$ cat src/rtl/idli_utq_if.sv
// Slice-serial handshake bundle between execution unit, UART TX queue and UART TX.
// The slave side is the queue; the master side drives writes and accepts reads.
interface idli_utq_if;
   logic [3:0] i_utq_data;
   logic       i_utq_vld;
   logic       o_utq_acp;
   logic [3:0] o_utq_data;
   logic       o_utq_vld;
   logic       i_utq_acp;

   modport master (
      output i_utq_data, i_utq_vld, i_utq_acp,
      input  o_utq_acp, o_utq_data, o_utq_vld
   );

   modport slave (
      input  i_utq_data, i_utq_vld, i_utq_acp,
      output o_utq_acp, o_utq_data, o_utq_vld
   );
endinterface

$ cat src/rtl/idli_utq_m.sv
// UART TX queue: 16b words in/out as four 4b slices per period, zero added read latency; o_utq_acp stalls the writer when full.
// Optional synchronous flush port i_utq_flush is enabled by defining IDLI_UTQ_FLUSH_EN.
module idli_utq_m #(
   parameter int DEPTH = 4
) (
   input  logic       i_utq_gck,
   input  logic       i_utq_rst,
   input  logic [1:0] i_utq_ctr,
`ifdef IDLI_UTQ_FLUSH_EN
   input  logic       i_utq_flush,
`endif
   idli_utq_if.slave  utq
);
   localparam int PW = $clog2(DEPTH);
   localparam int CW = $clog2(DEPTH + 1);
   localparam logic [CW-1:0] FULL = CW'(DEPTH);

   logic [15:0]   mem [DEPTH];
   logic [PW-1:0] rd_ptr;
   logic [PW-1:0] wr_ptr;
   logic [CW-1:0] count;
   logic          abort;
   logic          last;
   logic          push_ok;
   logic          push_fire;
   logic          pop_fire;
   logic          flush;

   assign last          = &i_utq_ctr;
   assign utq.o_utq_acp = (count != FULL);
   assign utq.o_utq_vld = (count != '0);
   assign push_ok       = utq.i_utq_vld && utq.o_utq_acp;
   // A reset mid-period leaves abort set so the tail of that period cannot commit a torn word.
   assign push_fire     = push_ok && last && !abort;
   assign pop_fire      = utq.o_utq_vld && utq.i_utq_acp && last;

`ifdef IDLI_UTQ_FLUSH_EN
   assign flush = i_utq_flush && last;
`else
   assign flush = 1'b0;
`endif

   always_ff @(posedge i_utq_gck) begin
      if (push_ok) begin
         mem[wr_ptr][{i_utq_ctr, 2'b00} +: 4] <= utq.i_utq_data;
      end
   end

   always_comb begin
      utq.o_utq_data = 4'h0;
      if (utq.o_utq_vld) begin
         utq.o_utq_data = mem[rd_ptr][{i_utq_ctr, 2'b00} +: 4];
      end
   end

   always_ff @(posedge i_utq_gck) begin
      if (i_utq_rst) begin
         rd_ptr <= '0;
         wr_ptr <= '0;
         count  <= '0;
         abort  <= !last;
      end else begin
         if (last) begin
            abort <= 1'b0;
         end
         if (flush) begin
            rd_ptr <= '0;
            wr_ptr <= '0;
            count  <= '0;
         end else begin
            if (push_fire) begin
               wr_ptr <= wr_ptr + PW'(1);
            end
            if (pop_fire) begin
               rd_ptr <= rd_ptr + PW'(1);
            end
            if (push_fire && !pop_fire) begin
               count <= count + CW'(1);
            end else if (pop_fire && !push_fire) begin
               count <= count - CW'(1);
            end
         end
      end
   end

`ifndef SYNTHESIS
   logic chk_ok;
   logic vld_q;
   logic acp_q;

   always_ff @(posedge i_utq_gck) begin
      chk_ok <= !i_utq_rst;
      vld_q  <= utq.i_utq_vld;
      acp_q  <= utq.i_utq_acp;
      if (chk_ok && !i_utq_rst && i_utq_ctr != 2'd0) begin
         assert (utq.i_utq_vld == vld_q);
         assert (utq.i_utq_acp == acp_q);
      end
      if (chk_ok && !i_utq_rst) begin
         assert (count <= FULL);
         assert (!(pop_fire && !push_fire && count == '0));
      end
   end
`endif
endmodule

$ cat src/flat_wrapper.sv
// flat-port wrapper written by rule: the top's interface ports become plain ports
module idli_utq_m_flat 
#(
   parameter int DEPTH = 4
)
  (i_utq_gck, i_utq_rst, i_utq_ctr, utq_i_utq_data, utq_i_utq_vld, utq_i_utq_acp, utq_o_utq_acp, utq_o_utq_data, utq_o_utq_vld);
  idli_utq_if utq_i ();
  input  logic i_utq_gck;
  input  logic i_utq_rst;
  input  logic [1:0] i_utq_ctr;
  input wire logic [$bits(utq_i.i_utq_data)-1:0] utq_i_utq_data;
  input wire logic [$bits(utq_i.i_utq_vld)-1:0] utq_i_utq_vld;
  input wire logic [$bits(utq_i.i_utq_acp)-1:0] utq_i_utq_acp;
  output wire logic [$bits(utq_i.o_utq_acp)-1:0] utq_o_utq_acp;
  output wire logic [$bits(utq_i.o_utq_data)-1:0] utq_o_utq_data;
  output wire logic [$bits(utq_i.o_utq_vld)-1:0] utq_o_utq_vld;
  assign utq_i.i_utq_data = utq_i_utq_data;
  assign utq_i.i_utq_vld = utq_i_utq_vld;
  assign utq_i.i_utq_acp = utq_i_utq_acp;
  assign utq_o_utq_acp = utq_i.o_utq_acp;
  assign utq_o_utq_data = utq_i.o_utq_data;
  assign utq_o_utq_vld = utq_i.o_utq_vld;
  idli_utq_m #(.DEPTH(DEPTH)) u_core (.i_utq_gck(i_utq_gck), .i_utq_rst(i_utq_rst), .i_utq_ctr(i_utq_ctr), .utq(utq_i));
endmodule
$ cat config.mk
export PLATFORM = sky130hd
export DESIGN_NAME = idli_utq_m_flat
export DESIGN_NICKNAME = d
export VERILOG_FILES = /design/src/rtl/idli_utq_if.sv /design/src/rtl/idli_utq_m.sv /design/src/flat_wrapper.sv
export SDC_FILE = /design/constraint.sdc
export NUM_CORES = 1
export LEC_CHECK = 0
export CELL_PAD_IN_SITES_DETAIL_PLACEMENT = 1
export CELL_PAD_IN_SITES_GLOBAL_PLACEMENT = 1
export CORE_UTILIZATION = 45
export CTS_CLUSTER_DIAMETER = 120
export CTS_CLUSTER_SIZE = 30
export DETAILED_ROUTE_END_ITERATION = 12
export GPL_TIMING_DRIVEN = 0
export PLACE_DENSITY = 0.75
export REMOVE_ABC_BUFFERS = 1
export SYNTH_ARGS = -nofsm -noshare
export SYNTH_HDL_FRONTEND = slang
export SYNTH_SLANG_ARGS = --single-unit
$ cat constraint.sdc
create_clock -name i_utq_gck -period 3.1 [get_ports i_utq_gck]
set_input_delay 0.62 -clock i_utq_gck [delete_from_list [all_inputs] [get_ports i_utq_gck]]
set_output_delay 0.62 -clock i_utq_gck [all_outputs]
set_load 0.1 [all_outputs]
==> flow_metrics.env <==
export IMPL_cts_tree="built"
export IMPL_critical_path_top_delay_family="buffers and inverters"
export IMPL_layout_commonest_cell="sky130_fd_sc_hd__edfxtp_1"
export IMPL_totalWireLength_mm=6.32
export IMPL_ctsHoldBuffers=0
export IMPL_ctsHtreeMaxLevel=3
export IMPL_syn_instance_count=199
export IMPL_path_class="input pin to output port"
export IMPL_timing_critical_path_cells="clkdlybuf4s50_1 > inv_1 > nand2_1 > o32ai_1 > clkdlybuf4s18_2"
export IMPL_critPathSlowestCell="sky130_fd_sc_hd__clkdlybuf4s18_2"
export IMPL_register_area_um2=2140
export IMPL_drc=0
export IMPL_slew_limit_headroom_pct=35.5
export IMPL_finalCriticalPeriod_ns=3.03
export IMPL_cts_root_buf="sky130_fd_sc_hd__clkbuf_8"
export IMPL_clock_skew_final_ns=0.00796
export IMPL_final_cycle_utilization_of_the_critical_path_pct=97.6
export IMPL_hold_depth=2
export IMPL_die_height_um=87.5
export IMPL_grt_pass1_wl_mm=9.62
export IMPL_port_buffer_count=15
export IMPL_num_antenna_cells=0
export IMPL_boundaryPins=16
export IMPL_placedCellCount=302
export IMPL_placement_rows=30
export IMPL_initial_core_util_pct=47.4
export IMPL_tightest_slew_ns=0.965
export IMPL_drt_pass1_iter_count=4
export IMPL_yosys_warnings=0
export IMPL_worst_ep_required_time_ns=2.48
export IMPL_die_w_um=87.5
export IMPL_route_detailed_vias_per_inst=5.45
export IMPL_final_util_pct=53.5
export IMPL_netlist_area_um2=3290
export IMPL_worst_ir_drop_vdd_uv=262
export IMPL_cp_slowest_stage_delay_ns=0.59
export IMPL_synth_top_cells_by_area="sky130_fd_sc_hd__edfxtp_1 (59%), sky130_fd_sc_hd__mux4_2 (6.2%), sky130_fd_sc_hd__mux4_1 (5.6%)"
export IMPL_timing_max_cap_violations=0
export IMPL_cp_arrival_ns=2.41
export IMPL_cts_buffers=9
export IMPL_cts_root_to_sink_buffers=2
export IMPL_final_fill_count=659
export IMPL_ant_nets=0
export IMPL_critical_path_buf_inv_count=3
export IMPL_antenna_found_initial=0
export IMPL_globalRouteTotalUtil_pct=18.5
export IMPL_grt_max_degree=18
export IMPL_timing_critical_path_from_type="input pin"
export IMPL_outcome="finished, final reports clean"
export IMPL_yosysTopAreaCell="sky130_fd_sc_hd__edfxtp_1"
export IMPL_detailedRoute_firstIterationViolations=73
export IMPL_avgSynthCellArea_um2=16.5
export IMPL_netlist_cell_type_count=34
export IMPL_crit_path_end_kind="output port"
export IMPL_r2r_cell_count=8
export IMPL_holdWs_ns=0.492
export IMPL_cellPowerDensity_nw_per_um2=574
export IMPL_cts_sink_count=74
export IMPL_gp_congestion=0.705
export IMPL_synth_edf_count=65
export IMPL_global_route_overflow_total=0
export IMPL_core_um2=6940
export IMPL_avgRoutedWirePerCell_um=19.9
export IMPL_design_die_area_um2=7660
export IMPL_worstSkewPairLatency_ns=0.36
export IMPL_yosys_most_used_dff="sky130_fd_sc_hd__edfxtp_1"
export IMPL_route_vias_total=1734
export IMPL_r2r_setup_slk_ns=0.69
export IMPL_multi_input_area_um2=1070
export IMPL_synth_seq_area_share_pct=64.8
export IMPL_holdCritPathClass="flip-flop to flip-flop"
export IMPL_total_cell_area_at_the_placement_stage_um2=3500
export IMPL_flow_area_growth_from_synthesis_pct=13.0
export IMPL_synth_top_cell_area_share_pct=59.3
export IMPL_worstSetupPathDepth=5
export IMPL_finalHoldViolations=0
export IMPL_first_global_vias=1766
export IMPL_clk_pin_slew_ns=0.07
export IMPL_layoutNonFillerInstCount=318
export IMPL_most_common_layout_cells="sky130_fd_sc_hd__edfxtp_1 (65), sky130_fd_sc_hd__and3_1 (27), sky130_fd_sc_hd__nor2_1 (15)"
export IMPL_fin_area_um2=3720
export IMPL_post_dp_hpwl_mm=4.45
export IMPL_timing_fmax_mhz=330
export IMPL_postSynthRegisterBits=74
export IMPL_leakagePower_nw=1.35
export IMPL_post_route_cells_drive_above_1_share_pct=15.8
export IMPL_synthArstFlopShare_pct=0
export IMPL_setup_tns_ns=0
export IMPL_total_number_of_nets_in_the_final_design=238
export IMPL_setup_viol=0
export IMPL_critical_path_peak_fanout=4
export IMPL_report_final_slew_viol_count=0
export IMPL_post_cts_repair_setup_buffers=0
-- routing by layer --
layer / up-vias / track usage, % / wire (µm)
met2: 30 / 30.7 / 3150
met5: - / 0 / 0
met1: 881 / 22.8 / 2800
met4: 0 / 8.94 / 124
li1: 812 / - / -
met3: 11 / 4.36 / 237
-- stage by stage --
| step | total power [mW] | setup slack, ns |
|---|---|---|
| 3_5_place_dp | 1.37 | -0.930 |
| 2_1_floorplan | 1.29 | -1.33 |
| 4_1_cts | 2.15 | 0.104 |
| 6_report | 2.13 | 0.0737 |
| 3_3_place_gp | 1.36 | -0.880 |
| 5_1_grt | 2.20 | -0.0117 |
-- kinds of logic after synthesis --
family,share of synthesized area [%]
AOI/OAI and AO/OA,3.16
buffers and inverters,2.66
xor gates and xnor gates,0.799
and+or+nand+nor,10.3
adders and majority gates,4.41
muxes,13.9
DFF,64.8
-- synth_stat cells (4+ instances only) --
master and n:
sky130_fd_sc_hd__mux2i_1 6, sky130_fd_sc_hd__mux4_2 9, sky130_fd_sc_hd__nor2_1 15, sky130_fd_sc_hd__edfxtp_1 65, sky130_fd_sc_hd__inv_1 5, sky130_fd_sc_hd__o32ai_1 4
sky130_fd_sc_hd__dfxtp_1 9, sky130_fd_sc_hd__and3_1 27, sky130_fd_sc_hd__mux4_1 7, sky130_fd_sc_hd__ha_1 10, sky130_fd_sc_hd__nand2_1 4
-- flip-flops by register name (all words and copies together) (netlist names), named ones only --
name and cells:
u_core.mem 64, u_core.count 3, u_core.rd_ptr 2, u_core.wr_ptr 2
u_core.abort 1
-- path summary, 6_finish.rpt --
kind,start,to
setup / recovery,i_utq_ctr[1],utq_o_utq_data[2]
hold / removal,u_core.rd_ptr[1]$_SDFFE_PP0P_,flip-flop
setup reg to reg,u_core.count[0]$_SDFFE_PP0P_,u_core.count[2]$_SDFFE_PP0P_
hold reg to reg,u_core.rd_ptr[1]$_SDFFE_PP0P_,flip-flop
-- cell type report --
class	count	share of cell area [%]
Clock buffer	9	3.33
Sequential cell	74	57.5
Multi-Input combinational cell	109	28.9
Timing Repair Buffer	15	3.94
Inverter	8	0.875
Tap cell	96	3.23
Clock inverter	7	2.26
-- power breakdown --
part           total, mW  internal [mW]  switching [mW]  leakage (nW)
combinational      0.232         0.0720           0.160         0.553
sequential          1.11           1.09          0.0145         0.692
clock              0.791          0.443           0.348         0.102
-- worst reg2reg max path, cell delays in order, from the launching register on --
cell and delay (ns):
sky130_fd_sc_hd__dfxtp_1 0.46, sky130_fd_sc_hd__nor2_2 0.11, sky130_fd_sc_hd__a2111oi_4 0.46, sky130_fd_sc_hd__ha_1 0.26, sky130_fd_sc_hd__inv_1 0.06, sky130_fd_sc_hd__fa_1 0.38, sky130_fd_sc_hd__xor2_1 0.17, sky130_fd_sc_hd__or3_1 0.31
sky130_fd_sc_hd__a21oi_1 0.14
-- timing repair --
item,4_1_cts,5_1_grt
gates resized for setup,28,1
pin swaps,0,0
endpoints found under the setup margin,5,1
Note: power is estimated with default switching activity, not from simulation.
==> patch (same flow settings) <==
`DEPTH` is set to 4 in 2 places; all go to 8.
--- a/src/rtl/idli_utq_m.sv
+++ b/src/rtl/idli_utq_m.sv
@@ -2,5 +2,5 @@
 // Optional synchronous flush port i_utq_flush is enabled by defining IDLI_UTQ_FLUSH_EN.
 module idli_utq_m #(
-   parameter int DEPTH = 4
+   parameter int DEPTH = 8
 ) (
    input  logic       i_utq_gck,
--- a/src/flat_wrapper.sv
+++ b/src/flat_wrapper.sv
@@ -2,5 +2,5 @@
 module idli_utq_m_flat 
 #(
-   parameter int DEPTH = 4
+   parameter int DEPTH = 8
 )
   (i_utq_gck, i_utq_rst, i_utq_ctr, utq_i_utq_data, utq_i_utq_vld, utq_i_utq_acp, utq_o_utq_acp, utq_o_utq_data, utq_o_utq_vld);
Check against the original RTL: not equivalent (a bounded check fails within 10 cycles, from zero or initial values and one cycle with i_utq_rst high).
==> patch against the original RTL <==
- cell area up 91%
- die area rose by 79%
- wire length rose by 110%
- global-route usage up 2.8 points
- worst setup slack worse by 0.028 ns
- sequential cell count increased by 68
- area after synthesis rose by 82%
- power up 130%
- largest cell class unchanged
==> patch: results (changes against the original RTL) <==
## Status
* run status: finished, final reports clean

## Timing
* slew at the pin closest to its max-slew limit: 0.9567 ns, -0.008120 ns
* worst hold slack after final layout: 0.5162 ns, +0.02379 ns
* worst clock skew: 0.007330 ns, -0.0006259 ns

## Clock tree
* H-Tree Depth: 4, +1
* clock latency on the worst-skew pair: 0.42 ns, +0.06 ns
* clock root cell: sky130_fd_sc_hd__clkbuf_16
* number of resized instances in the post-cts repair step: 41, +46%
* number of buffers inserted during clock tree synthesis: 17, +8
* setup repair bufs after CTS: 2, +2

## Setup path
* Crit Reg-Reg Startpoint: u_core.count[1]
* capture point of the worst path: utq_o_utq_data[1]
* end of the worst register-to-register path: u_core.count[3]
* kind of cell adding the most delay to the critical path: multiplexers
* critical path arrival: 2.43 ns, +0.02 ns
* critical path's largest stage delay: 0.55 ns, -0.04 ns
* CP max FO: 13, +9
* reg-to-reg setup timing slack: 0.21 ns, -0.48 ns

## Synthesis
* proportion of synthesized area in mux cells: 15.11%, +1.2 points
* sequential-to-total area share from yosys stat: 69.16%, +4.4 points
* Post-synth top cells: sky130_fd_sc_hd__edfxtp_1, sky130_fd_sc_hd__nor2_1, sky130_fd_sc_hd__mux4_2
* EDFF count, synth: 129, +98%
* area fraction in compound gates after synthesis: 1.842%, -1.3 points
* post-synthesis share of cell area spent on full adders, half adders and majority gates: 2.428%, -2.0 points
* unique cell type count in the Yosys netlist: 35, +2.9%
* most area-consuming cells after synthesis: sky130_fd_sc_hd__edfxtp_1, sky130_fd_sc_hd__mux4_2, sky130_fd_sc_hd__mux4_1, sky130_fd_sc_hd__dfxtp_1, sky130_fd_sc_hd__mux2i_1
* synthesized instance count: 353, +77%

## Global route
* fraction of met1 tracks used by global routing: 25.32%, +2.5 points
* vias in the first global route: 3421, +94%
* first-pass GRT wire length: 19820 um, +110%
* met2 usage: 37.33%, +6.7 points
* maximum number of pins on one net before global-route repair: 24, +6
* GR Util met3: 4.377%, +0.017 points
* GRT Util Overall: 21.31%, +2.8 points

## Detailed routing
* routed length on met2: 6960 um, +120%
* routed len/inst: 23.30 um, +17%
* M1 wire length: 5334 um, +90%
* DR WL met3: 472 um, +99%
* final WL: 13070 um, +110%

## Power and ir drop
* share of power burned in registers: 43.4%, -8.6 points
* power density cells: 689.0 nW/um^2, +20%
* switching share of total power: 20.82%, -3.7 points
* proportion of power drawn by the clock network: 49.7%, +13 points
* Max rail drop VDD: 553.5 uV, +110%

## Finish
* layout net count: 397, +67%
* share of cells above drive strength 1: 19.79%, +4.0 points

## Placement
* placed wire-length estimate after detailed placement: 8557 um, +92%
* standard cell area after detailed placement: 6272 um^2, +79%
* DP Cell Count: 525, +74%

## Min path
* Hold Crit Start: u_core.rd_ptr[2]

-- patch: cell count changes after synthesis, moves of 5 or more --
cell,change
sky130_fd_sc_hd__nand3_1,+5
sky130_fd_sc_hd__and2_1,+14
sky130_fd_sc_hd__and3_1,-23
sky130_fd_sc_hd__edfxtp_1,+64
sky130_fd_sc_hd__nand2_1,+12
sky130_fd_sc_hd__mux2i_1,+13
sky130_fd_sc_hd__mux4_2,+11
sky130_fd_sc_hd__nor2_1,+31
-- patch: final cells by class --
| class | count | area [um^2] | share of cell area, % |
|---|---|---|---|
| Tap cell | 172 | 215.2 | 3.032 |
| Inverter | 5 | 18.77 | 0.2645 |
| Multi-Input combinational cell | 190 | 1763 | 24.84 |
| Clock inverter | 11 | 232.7 | 3.279 |
| Timing Repair Buffer | 20 | 241.5 | 3.403 |
| Clock buffer | 21 | 480.5 | 6.770 |
| Sequential cell | 142 | 4145 | 58.41 |
